`config.mk`:
```
export PLATFORM = sky130hd
export DESIGN_NAME = dual_diagonal_accumulate
export DESIGN_NICKNAME = d
export VERILOG_FILES = /design/src/rtl/dual_diagonal_pkg.sv /design/src/rtl/dd_skid_buffer.sv /design/src/rtl/dual_diagonal_accumulate.sv
export SDC_FILE = /design/constraint.sdc
export NUM_CORES = 1
export LEC_CHECK = 0
export BUFFER_PORTS_ARGS = -buffer_cell sky130_fd_sc_hd__buf_2
export CAP_MARGIN = 15
export CORE_UTILIZATION = 58
export CTS_CLUSTER_DIAMETER = 40
export CTS_CLUSTER_SIZE = 24
export DETAILED_ROUTE_END_ITERATION = 8
export PLACE_DENSITY_LB_ADDON = 0.2
export SYNTH_ARGS = -nofsm -noshare
export SYNTH_HDL_FRONTEND = slang
export SYNTH_SLANG_ARGS = --single-unit
export TNS_END_PERCENT = 1
```
`constraint.sdc`:
```
create_clock -name i_clock -period 3.07 [get_ports i_clock]
set_input_delay 0.4605 -clock i_clock [delete_from_list [all_inputs] [get_ports i_clock]]
set_output_delay 0.4605 -clock i_clock [all_outputs]
set_load 0.02 [all_outputs]
```
`src/rtl/dual_diagonal_pkg.sv`:
```
// Shared types and constants for the dual-diagonal parity stages.
// The backsub and accumulate stages import the same vector length from here.
package dual_diagonal_pkg;

  // Default data word width in bits.
  localparam int DD_WIDTH     = 8;
  // Default number of words per vector, shared by the backsub and accumulate stages.
  localparam int DD_NUM_WORDS = 1024;
  // Number of entries held by the output register slice.
  localparam int SKID_DEPTH   = 2;

  // One skid entry at the default width. Modules built with another WIDTH
  // declare the same {data, last} layout locally from their own parameter.
  typedef struct packed {
    logic [DD_WIDTH-1:0] data;
    logic                last;
  } dd_entry_t;

  // Result of checking an accepted word against the vector boundary.
  typedef enum logic [1:0] {
    ALIGN_OK           = 2'd0,
    ALIGN_EARLY_LAST   = 2'd1,
    ALIGN_MISSING_LAST = 2'd2
  } align_status_t;

  // at_end: the word sits in the final slot of the vector.
  // last:   the upstream marked the word as the final one.
  function automatic align_status_t classify_boundary(input logic at_end, input logic last);
    align_status_t status;
    status = ALIGN_OK;
    if (last && !at_end) begin
      status = ALIGN_EARLY_LAST;
    end else if (at_end && !last) begin
      status = ALIGN_MISSING_LAST;
    end
    return status;
  endfunction

endpackage

```
`src/rtl/dd_skid_buffer.sv`:
```
// Two-entry valid/ready register slice in FIFO order.
// The output comes straight from a register, and the input ready is registered too,
// so no combinational path runs between the two sides.
module dd_skid_buffer
  import dual_diagonal_pkg::*;
#(
  parameter int DATA_W = 9
) (
  input  logic              i_clock,
  input  logic              i_reset,
  input  logic [DATA_W-1:0] i_in_data,
  input  logic              i_in_valid,
  output logic              o_in_ready,
  output logic [DATA_W-1:0] o_out_data,
  output logic              o_out_valid,
  input  logic              i_out_ready
);

  localparam int CNT_W = $clog2(SKID_DEPTH + 1);
  localparam logic [CNT_W-1:0] CNT_ONE  = CNT_W'(1);
  localparam logic [CNT_W-1:0] CNT_FULL = CNT_W'(SKID_DEPTH);

  // head_reg is the entry on the output. tail_reg holds the second entry while the slice is full.
  logic [DATA_W-1:0] head_reg;
  logic [DATA_W-1:0] tail_reg;
  logic [CNT_W-1:0]  count_reg;
  logic [CNT_W-1:0]  count_next;
  logic              in_ready_reg;
  logic              in_fire;
  logic              out_fire;

  assign o_in_ready  = in_ready_reg;
  assign o_out_valid = (count_reg != '0);
  assign o_out_data  = head_reg;
  assign in_fire     = i_in_valid & in_ready_reg;
  assign out_fire    = o_out_valid & i_out_ready;

  // Occupancy bookkeeping. A push and a pop in the same cycle cancel out.
  always_comb begin
    count_next = count_reg;
    if (in_fire && !out_fire) begin
      count_next = count_reg + CNT_ONE;
    end else if (out_fire && !in_fire) begin
      count_next = count_reg - CNT_ONE;
    end
  end

  // Storage, occupancy and registered ready. Ready means there is room after this cycle.
  always_ff @(posedge i_clock or posedge i_reset) begin
    if (i_reset) begin
      head_reg     <= '0;
      tail_reg     <= '0;
      count_reg    <= '0;
      in_ready_reg <= 1'b0;
    end else begin
      count_reg    <= count_next;
      in_ready_reg <= (count_next < CNT_FULL);
      if (out_fire) begin
        // Move the queue forward. A new word goes straight to the head only
        // when it would otherwise land behind an empty slot.
        if (in_fire && (count_reg == CNT_ONE)) begin
          head_reg <= i_in_data;
        end else begin
          head_reg <= tail_reg;
        end
        if (in_fire && (count_reg == CNT_FULL)) begin
          tail_reg <= i_in_data;
        end
      end else if (in_fire) begin
        if (count_reg == '0) begin
          head_reg <= i_in_data;
        end else begin
          tail_reg <= i_in_data;
        end
      end
    end
  end

endmodule

```
`src/rtl/dual_diagonal_accumulate.sv`:
```
// Recovers x[k] = y[k] ^ x[k-1] from back-substituted words, using a running XOR
// that clears at every vector boundary. The boundary is either the NUM_WORDS-th
// word or an upstream last flag. Any disagreement between the two is reported
// on o_align_error.
module dual_diagonal_accumulate
  import dual_diagonal_pkg::*;
#(
  parameter int WIDTH     = DD_WIDTH,
  parameter int NUM_WORDS = DD_NUM_WORDS   // must be >= 2
) (
  input  logic             i_clock,
  input  logic             i_reset,
  input  logic [WIDTH-1:0] i_in_data,
  input  logic             i_in_valid,
  input  logic             i_in_last,
  output logic             o_in_ready,
  output logic [WIDTH-1:0] o_out_data,
  output logic             o_out_valid,
  output logic             o_out_last,
  input  logic             i_out_ready,
  output logic             o_align_error
);

  localparam int CW = $clog2(NUM_WORDS);
  localparam logic [CW-1:0] LAST_IDX = CW'(NUM_WORDS - 1);
  localparam logic [CW-1:0] CW_ONE   = CW'(1);

  // Skid entry at this instance's width: {recovered word, last-of-vector}.
  typedef struct packed {
    logic [WIDTH-1:0] data;
    logic             last;
  } skid_entry_t;

  logic [WIDTH-1:0] acc_reg;
  logic [WIDTH-1:0] acc_next;
  logic [CW-1:0]    word_count_reg;
  logic [CW-1:0]    word_count_next;
  logic             align_error_reg;
  logic             align_error_next;
  logic             in_fire;
  logic             at_end;
  logic             boundary;
  logic [WIDTH-1:0] x_word;
  align_status_t    align_status;
  skid_entry_t      push_entry;
  skid_entry_t      pop_entry;

  assign in_fire      = i_in_valid & o_in_ready;
  assign at_end       = (word_count_reg == LAST_IDX);
  assign boundary     = at_end | i_in_last;
  assign x_word       = acc_reg ^ i_in_data;
  assign align_status = classify_boundary(at_end, i_in_last);

  assign push_entry.data = x_word;
  assign push_entry.last = boundary;

  // Next accumulator, word position and alignment flag. All of them hold unless a word is accepted.
  always_comb begin
    acc_next         = acc_reg;
    word_count_next  = word_count_reg;
    align_error_next = 1'b0;
    if (in_fire) begin
      align_error_next = (align_status != ALIGN_OK);
      if (boundary) begin
        acc_next        = '0;
        word_count_next = '0;
      end else begin
        acc_next        = x_word;
        word_count_next = word_count_reg + CW_ONE;
      end
    end
  end

  // Accumulator, word counter and one-cycle alignment pulse.
  always_ff @(posedge i_clock or posedge i_reset) begin
    if (i_reset) begin
      acc_reg         <= '0;
      word_count_reg  <= '0;
      align_error_reg <= 1'b0;
    end else begin
      acc_reg         <= acc_next;
      word_count_reg  <= word_count_next;
      align_error_reg <= align_error_next;
    end
  end

  assign o_align_error = align_error_reg;

  dd_skid_buffer #(
    .DATA_W($bits(skid_entry_t))
  ) u_skid (
    .i_clock     (i_clock),
    .i_reset     (i_reset),
    .i_in_data   (push_entry),
    .i_in_valid  (i_in_valid),
    .o_in_ready  (o_in_ready),
    .o_out_data  (pop_entry),
    .o_out_valid (o_out_valid),
    .i_out_ready (i_out_ready)
  );

  assign o_out_data = pop_entry.data;
  assign o_out_last = pop_entry.last;

endmodule

```
# Word-level counts from Yosys, hierarchy flattened
# Index checks and enable logic that the tools add are counted.
dict set report op_classes {
  addsub 3
  order_cmp 1
  n_eq_ne 5
  mux 15
  bitwise_logic 4
  reduce_logical 17
}
# operator n
set op_table {}
lappend op_table {{$mux 9} 8}
lappend op_table {{$add 10x1->10 const B} 1}
lappend op_table {{$eq 10x10->1 const B} 1}
lappend op_table {{$mux 10} 1}
lappend op_table {{$mux 2} 4}
lappend op_table {{$mux 8} 1}
lappend op_table {{$reduce_bool 2->1} 4}
lappend op_table {{$xor 8x8->8} 1}
lappend op_table {{$logic_and 1x1->1} 6}
lappend op_table {{$logic_not 1->1} 4}
lappend op_table {{$reduce_and 3->1} 1}
lappend op_table {{$add 2x1->2 const B} 1}
lappend op_table {{$and 1x1->1} 2}
lappend op_table {{$eq 2x1->1 const B} 1}
lappend op_table {{$eq 2x2->1 const B} 1}
lappend op_table {{$logic_not 2->1} 1}
lappend op_table {{$lt 2x2->1 const B} 1}
lappend op_table {{$ne 2x1->1 const B} 1}
lappend op_table {{$ne 2x2->1 const B} 1}
lappend op_table {{$reduce_and 2->1} 1}
lappend op_table {{$sub 2x1->2 const B} 1}
lappend op_table {{$mux 1} 1}
lappend op_table {{$or 1x1->1} 1}
dict set report word_totals {
  ff_bits 40
  input_bits 13
  out_inout_bits 12
}

# Depth between registers and ports, before layout
dict set report depth {
  ltp_word 6
  mapped_depth 10
}

# Cells and area by module
# A second synthesis with hierarchy kept.
dict set report hier_totals {
  hier_cells 212
  area_unflattened_um2 2097.0
}
# mod n_inst cells_per_inst area_each_um2
set by_module_without_submodules {}
lappend by_module_without_submodules {dd_skid_buffer 1 105 1103.6}
lappend by_module_without_submodules {dual_diagonal_accumulate 1 107 993.5}

# Worst setup path after synthesis
# No wires, ideal clock.
dict set report synth_timing {
  path_kind {register -> register}
  startpoint {register u_skid.count_reg[0]}
  endpoint {register u_skid.tail_reg[4]}
  setup_time_ns 0.125
  arrival_time_ns 2.125
  required_time_ns 2.945
  slack_ns 0.821
  stages_incl_launch_ff 9
  path_buffers 2
  period_less_slack_ns 2.249
  cell_sequence {dfrtp_1 inv_1 ha_1 nand2b_1 buf_2 buf_4 ha_1 a211oi_4 mux2_2}
}
dict set report synth_via {
  elab_chain_cells 4
  elab_cells_between_ends 10
  cone_classes {eq/ne: 3; mux: 1; bitwise: 1; reduce/logical: 5}
}
# element line_no
set synth_lines {}
lappend synth_lines {{start, declared} dd_skid_buffer.sv:26} ;# logic [CNT_W-1:0] count_reg;
lappend synth_lines {{start signal, assigned} dd_skid_buffer.sv:56} ;# count_reg <= count_next;
lappend synth_lines {{$eq 2x2->1 or $reduce_bool 2->1 (tied branches)} {dd_skid_buffer.sv:66, dd_skid_buffer.sv:33}}
lappend synth_lines {{$logic_and 1x1->1 or $and 1x1->1 (tied branches)} {dd_skid_buffer.sv:66, dd_skid_buffer.sv:36}}
lappend synth_lines {{$ne 2x2->1 (no source line), or another cell as far along} --}
lappend synth_lines {{$reduce_and 3->1 (no source line)} --}
lappend synth_lines {{end signal, assigned} dd_skid_buffer.sv:67} ;# tail_reg <= i_in_data;
lappend synth_lines {{end signal, assigned} dd_skid_buffer.sv:73} ;# tail_reg <= i_in_data;
lappend synth_lines {{end, declared} dd_skid_buffer.sv:25} ;# logic [DATA_W-1:0] tail_reg;
# Parallel ways exist; a longest one is shown, timed or not.
# A chain may end at the register's enable or synchronous reset.

# Final worst setup path
dict set report layout_timing {
  startpoint {register u_skid.count_reg[0]}
  endpoint {register u_skid.tail_reg[7]}
}
# The elaborated chain is that of the path after synthesis.

==> impl_metrics.env <==
export IMPL_crit_path_end_kind="flip-flop"
export IMPL_swShare_pct=36.31
export IMPL_clock_skew_ps=6.947
export IMPL_grt_usage_pct=23.66
export IMPL_area_growth_pct=12.31
export IMPL_avgViaCountPerCell=5.592
export IMPL_overflow=0
export IMPL_grt_max_degree=31
export IMPL_gp_congestion=0.8196
export IMPL_fmax_mhz=470.0
export IMPL_clock_tree_buffer_depth=2
export IMPL_ctsHoldBuffers=0
export IMPL_clock_latency_ps=290
export IMPL_cp_start_kind="flip-flop"
export IMPL_die_area_um2=4018
export IMPL_syn_area_per_cell_um2=10.21
export IMPL_seq_area_frac_synth_pct=45.79
export IMPL_io_pin_count=25
export IMPL_io_buffer_count=24
export IMPL_critical_path_required_ps=3250
export IMPL_outcome="finished clean"
export IMPL_syn_nets=236
export IMPL_post_dp_hpwl_um=2879
export IMPL_p_leak_nw=1.153
export IMPL_cpPeakStageDelay_ps=480
export IMPL_vias=1605
export IMPL_crit_path_frequent_cell="ha_1"
export IMPL_netlist_area_um2=2186
export IMPL_cts_sinks=40
export IMPL_finalCriticalPeriod_ps=2128
export IMPL_cp_max_fo=9
export IMPL_antenna_left=0
export IMPL_period_share_pct=69.31
export IMPL_rr_startpoint="u_skid.count_reg[0]"
export IMPL_diodes=0
export IMPL_start_util_pct=63.02
export IMPL_yosysTopAreaCell="dfrtp_1"
export IMPL_grt_pass1_vias=1549
export IMPL_critical_path_class="reg2reg"
export IMPL_ys_types=38
export IMPL_core_um2=3468
export IMPL_design_area_um2=2455
export IMPL_post_dp_cell_area_um2=2328
export IMPL_p_comb_share_pct=40.8
export IMPL_drv_cap=0
export IMPL_max_slew_margin_pct=49.42
export IMPL_holdWs_ps=288.9
export IMPL_ys_flop_type="dfrtp_1"
export IMPL_yosys_register_bits=40
export IMPL_p_switching_mw=0.8435
export IMPL_post_cts_resized=0
export IMPL_drc_errors=0
export IMPL_die_h_um=63.39
export IMPL_drive_gt1_share_pct=21.58
export IMPL_cts_inserted_buffers=5
export IMPL_yosys_cell_count_top_type="dfrtp_1"
export IMPL_synth_area_top_cells="dfrtp_1, o21ai_0, ha_1"
export IMPL_post_cts_buffers=0
export IMPL_rsz0062_at_grt="no"
export IMPL_crit_path_start="u_skid.count_reg[0]"
export IMPL_min_path_type="in2async"
export IMPL_antenna_found_initial=0
export IMPL_synthArstFlopShare_pct=100.0
export IMPL_tightest_slew_ps=757.9
export IMPL_nets=262
export IMPL_grt_pass1_wl_um=7217
export IMPL_critPathArrivalTime_ps=2310
export IMPL_first_pass_iters=4
export IMPL_routedWlPerCell_um=14.23
export IMPL_yosys_warnings=0
export IMPL_synthTopCellsByCount="dfrtp_1, o21ai_0, inv_1"
export IMPL_clockRootBuffer="clkbuf_8"
export IMPL_htree_levels=2
export IMPL_routed_wl_um=4085
export IMPL_path_delay_family="compound AO/OA/AOI/OAI gates"
export IMPL_cts_clk_slew_worst_paths_ps=80
export IMPL_hold_violations=0
export IMPL_internal_power_mw=1.479
export IMPL_drtIter0Drc=73
export IMPL_clockPowerShare_pct=20.0
export IMPL_worst_path_buf_inv=1
export IMPL_slew_violations=0
export IMPL_cts_tree="yes"
export IMPL_synth_edf_count=0
export IMPL_setup_tns_final_ps=0
export IMPL_synth_cells=214
export IMPL_powerDensity_nw_per_um2=946.3
export IMPL_cp_slowest_cell="a211oi_4"
export IMPL_synth_top_area_share_pct=45.79
export IMPL_seq_power_share_pct=39.2
export IMPL_finalSetupViolCount=0
export IMPL_report_power_total_mw=2.323
export IMPL_largest_reg_flops=10
export IMPL_worstPathCellList="inv_1 > ha_1 > nand2b_1 > ha_1 > a211oi_4 > mux2_2"
export IMPL_ir_drop_mv=0.5439
export IMPL_fp_dieW_um=63.39
export IMPL_rows=21
[layout by cell type (no fill, tap or decap), types with 5 or more instances in the layout]
cell type	instances
nand3_1	8
or3_1	11
ha_1	9
nor2b_1	7
xnor2_1	5
nand2_1	9
dfrtp_1	40
o21ai_0	24
a31o_2	8
mux2_2	5
nand2b_1	8
mux2i_1	5
inv_1	17
buf_2	24
and3_1	11
clkbuf_8	7
[power groups by stage]
stage | sequential (mW) | combinational [mW] | clock, mW
global route | 0.941 | 1.05 | 0.502
CTS | 0.907 | 0.952 | 0.475
floorplan | 0.957 | 0.681 | 0
detailed placement | 0.915 | 0.947 | 0
global placement | 0.903 | 0.927 | 0
finish | 0.910 | 0.948 | 0.465
[cell type report]
cell class                      instances  area [µm²]
Clock inverter                          1       30.03
Inverter                               17       63.81
Fill cell                             269        1013
Sequential cell                        40        1001
Multi-Input combinational cell        148        1056
Timing Repair Buffer                   28       150.1
Clock buffer                            7       96.34
Tap cell                               46       57.56
[metal layers]
metal,vias up,global-route usage (%),wire length (µm)
met1,754,34.16,2099
li1,808,-,-
met4,0,8.807,55
met5,-,0,0
met3,6,6.703,195
met2,37,33.51,1735
[through the flow]
step | setup slack [ps] | utilization, % | std cells
floorplan | 820.7 | - | 214
global placement | 1007 | 67.14 | 279
detailed placement | 962.6 | 67.14 | 279
CTS | 945.7 | 70.78 | 287
global route | 789.7 | 70.78 | 287
finish | 942.2 | 70.78 | 287
[final timing paths]
| check | endpoint | cells past startpoint | slack [ps] |
|---|---|---|---|
| worst max-delay path | u_skid.tail_reg[7] | 6 | 940 |
| worst min-delay path | u_skid.o_out_data[6] | 2 | 290 |
| worst max register to register | u_skid.tail_reg[7] | 6 | 940 |
| worst min register to register | u_skid.tail_reg[4] | 1 | 500 |
| max in group asynchronous | u_skid.o_in_ready | 3 | 2130 |
| min in group i_clock | acc_reg[7] | 3 | 450 |
[cell families (layout without fill, tap and decap cells)]
kind of cell / count (synthesis) / count (layout) / synth area share, %
compound gates: 50 / 50 / 15.34
buf+inv: 26 / 53 / 5.895
flops: 40 / 40 / 45.79
mux: 10 / 10 / 4.865
fa+ha+maj: 9 / 9 / 5.152
xor+xnor: 9 / 9 / 3.606
simple gates: 70 / 70 / 19.35
(Power assumes the default switching activity.)
